## config.mk

```make
export PLATFORM = sky130hd
export DESIGN_NAME = uart_pwm_readback_tx
export DESIGN_NICKNAME = d
export VERILOG_FILES = /design/src/rtl/uart_pwm_readback_tx.sv
export SDC_FILE = /design/constraint.sdc
export NUM_CORES = 1
export LEC_CHECK = 0
export ABC_AREA = 1
export BUFFER_PORTS_ARGS = -buffer_cell sky130_fd_sc_hd__buf_2
export CELL_PAD_IN_SITES_DETAIL_PLACEMENT = 1
export CELL_PAD_IN_SITES_GLOBAL_PLACEMENT = 1
export CORE_MARGIN = 2
export CORE_UTILIZATION = 30
export CTS_BUF_LIST = sky130_fd_sc_hd__clkbuf_2 sky130_fd_sc_hd__clkbuf_4 sky130_fd_sc_hd__clkbuf_8
export DETAILED_ROUTE_END_ITERATION = 10
export PLACE_DENSITY = 0.6
export SLEW_MARGIN = 10
export SYNTH_ARGS = -nofsm -noshare
export SYNTH_HDL_FRONTEND = slang
export SYNTH_SLANG_ARGS = --single-unit
```

## constraint.sdc

```tcl
create_clock -name clk -period 2.25 [get_ports clk]
set_input_delay 0.675 -clock clk [delete_from_list [all_inputs] [get_ports clk]]
set_output_delay 0.675 -clock clk [all_outputs]
set_load 0.01 [all_outputs]
```

## src/rtl/uart_pwm_readback_tx.sv

```systemverilog
// UART readback transmitter: snapshots the nine PWM duty words and sends them as 8N1 bytes, low byte first.
// Optional feature macro: UART_TX_CHECKSUM_EN appends an XOR checksum byte after the last word.
module uart_pwm_readback_tx #(
  parameter int unsigned CLOCKS_PER_PULSE = 434,
  parameter int unsigned BITS_PER_WORD    = 8,
  parameter int unsigned WIDTH            = 16
) (
  input  logic             clk,
  input  logic             rst_n,
  input  logic             start,
  input  logic [WIDTH-1:0] duty0,
  input  logic [WIDTH-1:0] duty1,
  input  logic [WIDTH-1:0] duty2,
  input  logic [WIDTH-1:0] duty3,
  input  logic [WIDTH-1:0] duty4,
  input  logic [WIDTH-1:0] duty5,
  input  logic [WIDTH-1:0] duty6,
  input  logic [WIDTH-1:0] duty7,
  input  logic [WIDTH-1:0] duty8,
  output logic             tx,
  output logic             busy,
  output logic             done,
  output logic [3:0]       word_idx
);

  localparam int unsigned CHANNELS = 9;
  localparam int unsigned BYTES    = WIDTH / BITS_PER_WORD;
  localparam int unsigned BAUD_W   = (CLOCKS_PER_PULSE > 1) ? $clog2(CLOCKS_PER_PULSE) : 1;
  localparam int unsigned BIT_W    = (BITS_PER_WORD > 1) ? $clog2(BITS_PER_WORD) : 1;
  localparam int unsigned BYTE_W   = (BYTES > 1) ? $clog2(BYTES) : 1;

  typedef enum logic [1:0] {IDLE, START_BIT, DATA_BITS, STOP_BIT} state_t;

  state_t                   state_q, state_d;
  logic [BAUD_W-1:0]        baud_q, baud_d, baud_nxt_c;
  logic [BIT_W-1:0]         bit_q, bit_d;
  logic [BYTE_W-1:0]        byte_q, byte_d;
  logic [3:0]               word_d;
  logic                     tx_d, busy_d, done_d, load_c;
  logic                     baud_end_c, bit_last_c, byte_last_c, word_last_c;
  logic [WIDTH-1:0]         snap_q [CHANNELS];
  logic [WIDTH-1:0]         duty_c [CHANNELS];
  logic [WIDTH-1:0]         cur_word_c;
  logic [BITS_PER_WORD-1:0] data_byte_c, cur_byte_c;
`ifdef UART_TX_CHECKSUM_EN
  logic [BITS_PER_WORD-1:0] csum_q, csum_d;
  logic                     csum_phase_c;
`endif

  assign duty_c[0] = duty0;
  assign duty_c[1] = duty1;
  assign duty_c[2] = duty2;
  assign duty_c[3] = duty3;
  assign duty_c[4] = duty4;
  assign duty_c[5] = duty5;
  assign duty_c[6] = duty6;
  assign duty_c[7] = duty7;
  assign duty_c[8] = duty8;

  // Byte currently on the wire, selected from the snapshot (or the checksum)
  assign cur_word_c  = snap_q[word_idx];
  assign data_byte_c = BITS_PER_WORD'(cur_word_c >> (BITS_PER_WORD * byte_q));
`ifdef UART_TX_CHECKSUM_EN
  assign csum_phase_c = (word_idx == 4'(CHANNELS));
  assign cur_byte_c   = csum_phase_c ? csum_q : data_byte_c;
`else
  assign cur_byte_c   = data_byte_c;
`endif

  assign baud_end_c  = (baud_q == BAUD_W'(CLOCKS_PER_PULSE - 1));
  assign baud_nxt_c  = baud_end_c ? '0 : baud_q + BAUD_W'(1);
  assign bit_last_c  = (bit_q == BIT_W'(BITS_PER_WORD - 1));
  assign byte_last_c = (byte_q == BYTE_W'(BYTES - 1));
  assign word_last_c = (word_idx == 4'(CHANNELS - 1));

  // Next-state and registered-output decode
  always_comb begin
    state_d = state_q;
    baud_d  = baud_q;
    bit_d   = bit_q;
    byte_d  = byte_q;
    word_d  = word_idx;
    tx_d    = 1'b1;
    done_d  = 1'b0;
    load_c  = 1'b0;
`ifdef UART_TX_CHECKSUM_EN
    csum_d  = csum_q;
`endif
    case (state_q)
      IDLE: begin
        if (start) begin
          state_d = START_BIT;
          load_c  = 1'b1;
          baud_d  = '0;
          bit_d   = '0;
          byte_d  = '0;
          word_d  = '0;
`ifdef UART_TX_CHECKSUM_EN
          csum_d  = '0;
`endif
        end
      end
      START_BIT: begin
        tx_d   = 1'b0;
        baud_d = baud_nxt_c;
        if (baud_end_c) begin
          state_d = DATA_BITS;
          bit_d   = '0;
        end
      end
      DATA_BITS: begin
        tx_d   = cur_byte_c[bit_q];
        baud_d = baud_nxt_c;
        if (baud_end_c) begin
          if (bit_last_c) state_d = STOP_BIT;
          else            bit_d   = bit_q + BIT_W'(1);
        end
      end
      STOP_BIT: begin
        tx_d   = 1'b1;
        baud_d = baud_nxt_c;
        if (baud_end_c) begin
          state_d = START_BIT;
`ifdef UART_TX_CHECKSUM_EN
          csum_d = csum_q ^ cur_byte_c;
          if (csum_phase_c) begin
            state_d = IDLE;
            word_d  = '0;
            done_d  = 1'b1;
          end else
`endif
          if (!byte_last_c) begin
            byte_d = byte_q + BYTE_W'(1);
          end else begin
            byte_d = '0;
            if (!word_last_c) begin
              word_d = word_idx + 4'd1;
            end else begin
`ifdef UART_TX_CHECKSUM_EN
              word_d = 4'(CHANNELS);
`else
              state_d = IDLE;
              word_d  = '0;
              done_d  = 1'b1;
`endif
            end
          end
        end
      end
      default: state_d = IDLE;
    endcase
    busy_d = (state_d != IDLE);
  end

  // State, counters, snapshot and output registers
  always_ff @(posedge clk or negedge rst_n) begin
    if (!rst_n) begin
      state_q  <= IDLE;
      baud_q   <= '0;
      bit_q    <= '0;
      byte_q   <= '0;
      word_idx <= '0;
      tx       <= 1'b1;
      busy     <= 1'b0;
      done     <= 1'b0;
      for (int c = 0; c < CHANNELS; c++) snap_q[c] <= '0;
`ifdef UART_TX_CHECKSUM_EN
      csum_q   <= '0;
`endif
    end else begin
      state_q  <= state_d;
      baud_q   <= baud_d;
      bit_q    <= bit_d;
      byte_q   <= byte_d;
      word_idx <= word_d;
      tx       <= tx_d;
      busy     <= busy_d;
      done     <= done_d;
      if (load_c) begin
        for (int c = 0; c < CHANNELS; c++) snap_q[c] <= duty_c[c];
      end
`ifdef UART_TX_CHECKSUM_EN
      csum_q   <= csum_d;
`endif
    end
  end

endmodule
```

==> key figures <==
Run status
  – Status: finished, final reports clean

Timing
  – Final Hold Viols: 0
  – Min cycle time layout: 2.06 ns
  – Slew Limit Headroom: 60.1%
  – Worst-margin pin slew: 0.598 ns
  – Setup Viol. Count Final: 0
  – Worst clock skew: 0.0146 ns
  – Slew Viols, Final: 0
  – Setup TNS: 0 ns
  – FMAX: 484 MHz
  – RSZ-0062 raised after global routing: no
  – Fin crit share: 91.7%

Die
  – Die area: 28600 um2
  – Core Area: 26900 um2
  – Die width: 169 um
  – I/O pin count: 154
  – Std-Cell Rows: 60
  – Die Height: 169 um
  – Initial core utilization: 30.4%

Clock tree
  – TritonCTS clock tree: done
  – Clk buf depth: 2
  – Clock sink count: 166
  – Post_cts resized: 0
  – CTS Buf Count: 17
  – Clock Latency Late Sink: 0.46 ns
  – CTS Hold Bufs: 0
  – H-tree depth: 4
  – # Post-CTS Setup Buffers: 0
  – Worst-path clk slew: 0.11 ns
  – Root Buffer: clkbuf_8

Setup path
  – Crit path cell chain: buf_6 > buf_2
  – CP arrival: 1.39 ns
  – Critical path startpoint category: flip-flop
  – Element type at the critical path end: primary output
  – Crit Path Max Fanout: 37
  – Worst EP required: 1.57 ns
  – Critical Path Start: word_idx[0]$_DFFE_PN0P_
  – Reg2reg start: word_idx[0]$_DFFE_PN0P_
  – Slowest stage delay, CP: 0.46 ns
  – Crit path max-delay family: buffers and inverters
  – WP buf/inv: 2
  – Slowest-stage cell, CP: dfrtp_4
  – Kind of critical path: reg -> out

Logic synthesis
  – Syn Nets: 1101
  – Avg Synthesized Cell Area: 8.62 um2
  – Unique masters post-synth: 35
  – Number of flops mapped to enable cells by yosys: 0
  – Most used flip-flop cell after synthesis: dfrtp_1
  – Sequential area share after synthesis: 50.9%
  – Synth warnings: 0
  – Netlist Area Pre-Place: 8170 um2
  – Post-synth ARST share: 100%
  – Post-synthesis cell count: 948
  – #FFs+latches synth: 166

Power and ir drop
  – Pleak: 5.02 nW
  – Sw frac: 41.3%
  – Pwr Total: 13.0 mW
  – Internal Power: 7.64 mW
  – Pwr per Cell Area: 1330 nW/um2
  – Switching power: 5.37 mW
  – Peak VDD IR: 0.476 mV
  – Clk pwr share: 18.1%
  – Share of power burned in combinational logic: 43.2%
  – Sequential share of power: 38.6%

Finish
  – Multi-input gate area: 3320 um2
  – Register area: 4160 um2
  – Commonest non-fill, non-tap cell in the layout: nor2_1
  – Commonest non-fill, non-tap cells in the layout: nor2_1, dfrtp_1, nand2_1, buf_2, inv_1
  – Layout Cells excl Fill: 1443
  – Nets: 1242
  – # fillers: 3238
  – Final cell utilization of the core: 36.3%
  – Ant. Diodes: 0
  – Post-route design area: 9760 um2
  – Ratio of cells with drive above 1 in the final layout: 26.5%
  – Layout Area Growth over Synthesis: 19.5%

Routing
  – DR WL/cell: 16.5 um
  – Detail Route met2 WL: 11400 um
  – Post-route ant nets: 0
  – DR top layer: met5
  – Drt total wl: 23800 um
  – M1 wire length: 11300 um
  – DR vias: 6723
  – Drt pass-1 iters: 4
  – # DRC: 0
  – Vias per inst: 4.66
  – Met3 wire length: 919 um
  – Iter 0 DRT Violations: 290

Placement
  – Placed insts: 1411
  – Port Buffers: 153
  – Placed inst area: 9340 um2
  – Post-DP HPWL: 17500 um
  – GP Congestion: 0.768

Global routing
  – First-pass GRT wire length: 38700 um
  – GRT overflow: 0
  – Largest net degree at the start of global routing: 60
  – Vias in the first global route: 7212
  – GR Util All Layers: 17.4%
  – Initial antenna violation count: 1

Run
  – Max-cap viol count: 0

Worst hold path
  – HP Class: in -> async
==> power groups by stage <==
stage                     clock, mW  sequential [mW]  combinational, mW
after global placement            0             5.05               5.60
after detailed placement          0             5.10               5.72
after floorplan                   0             4.87               4.17
after global routing           2.54             5.19               6.46
after CTS                      2.43             5.04               5.75
final                          2.36             5.02               5.62
==> layer usage <==
layer | global-route usage [%] | vias up
met2 | 29.4 | 113
li1 | - | 3313
met5 | 0 | -
met1 | 23.4 | 3282
met3 | 3.69 | 13
met4 | 2.90 | 2
==> logic make-up (layout without fill, tap and decap cells) <==
logic type | Yosys count | in the layout | synth area share [%]
AO/OA/AOI/OAI | 113 | 113 | 7.20
adder cells (fa/ha/maj) | 6 | 6 | 0.919
multiplexers | 69 | 69 | 9.51
AND/OR/NAND/NOR | 433 | 433 | 22.2
XOR/XNOR | 7 | 7 | 0.750
flip-flops | 166 | 166 | 50.9
buffers and inverters | 154 | 308 | 8.56
==> worst reg2reg max path: cells and delay by family (launching register included) <==
kind | cells | cell delay, ns
and+or+nand+nor | 10 | 0.74
buffers and inverters | 4 | 0.59
DFF | 1 | 0.52
==> flip-flops by register name (all words and copies together), names as in the netlist <==
name,cells
busy,1
word_idx,4
snap_q,144
baud_q,9
tx,1
done,1
byte_last_c,1
state_q,2
bit_q,3
==> cell usage after synthesis (all sizes together) (4+ instances only) <==
master	count	area share [%]
nor2	166	7.7
dfrtp	165	51
nand2	162	7.5
inv	99	4.5
nand3	93	5.7
a21oi	81	5.0
mux2	69	9.5
buf	46	3.6
o21ai	21	1.3
clkbuf	7	0.32
ha	6	0.92
xor2	6	0.64
o22ai	5	0.38
nor4	4	0.67
==> metrics by stage <==
step | hold WS, ns | setup WS [ns]
after CTS | 0.0155 | 0.0311
final | 0.0371 | 0.186
after detailed placement | 0.489 | 0.325
after global placement | 0.483 | 0.376
after floorplan | 0.379 | 0.531
after global routing | 0.0109 | 0.0977
==> area by class of cell <==
type	instances	share of cell area, %
inverter	101	3.90
multi-input combinational	628	34.0
sequential	166	42.6
clock inverter	15	1.91
tap	341	4.37
timing repair buffer	175	10.8
clock buffer	17	2.40
==> final timing paths <==
kind,endpoint,slack [ns],cells after the start
worst max-delay path,word_idx[0],0.19,2
worst min-delay path,snap_q[49]$_DFFE_PN0P_,0.04,1
worst max register to register,tx$_DFF_PN1_,0.37,14
worst min register to register,snap_q[114]$_DFFE_PN0P_,0.51,1
max in group asynchronous,snap_q[138]$_DFFE_PN0P_,1.53,2
min in group clk,snap_q[35]$_DFFE_PN0P_,0.43,2
Power figures use the tool's default switching activity.
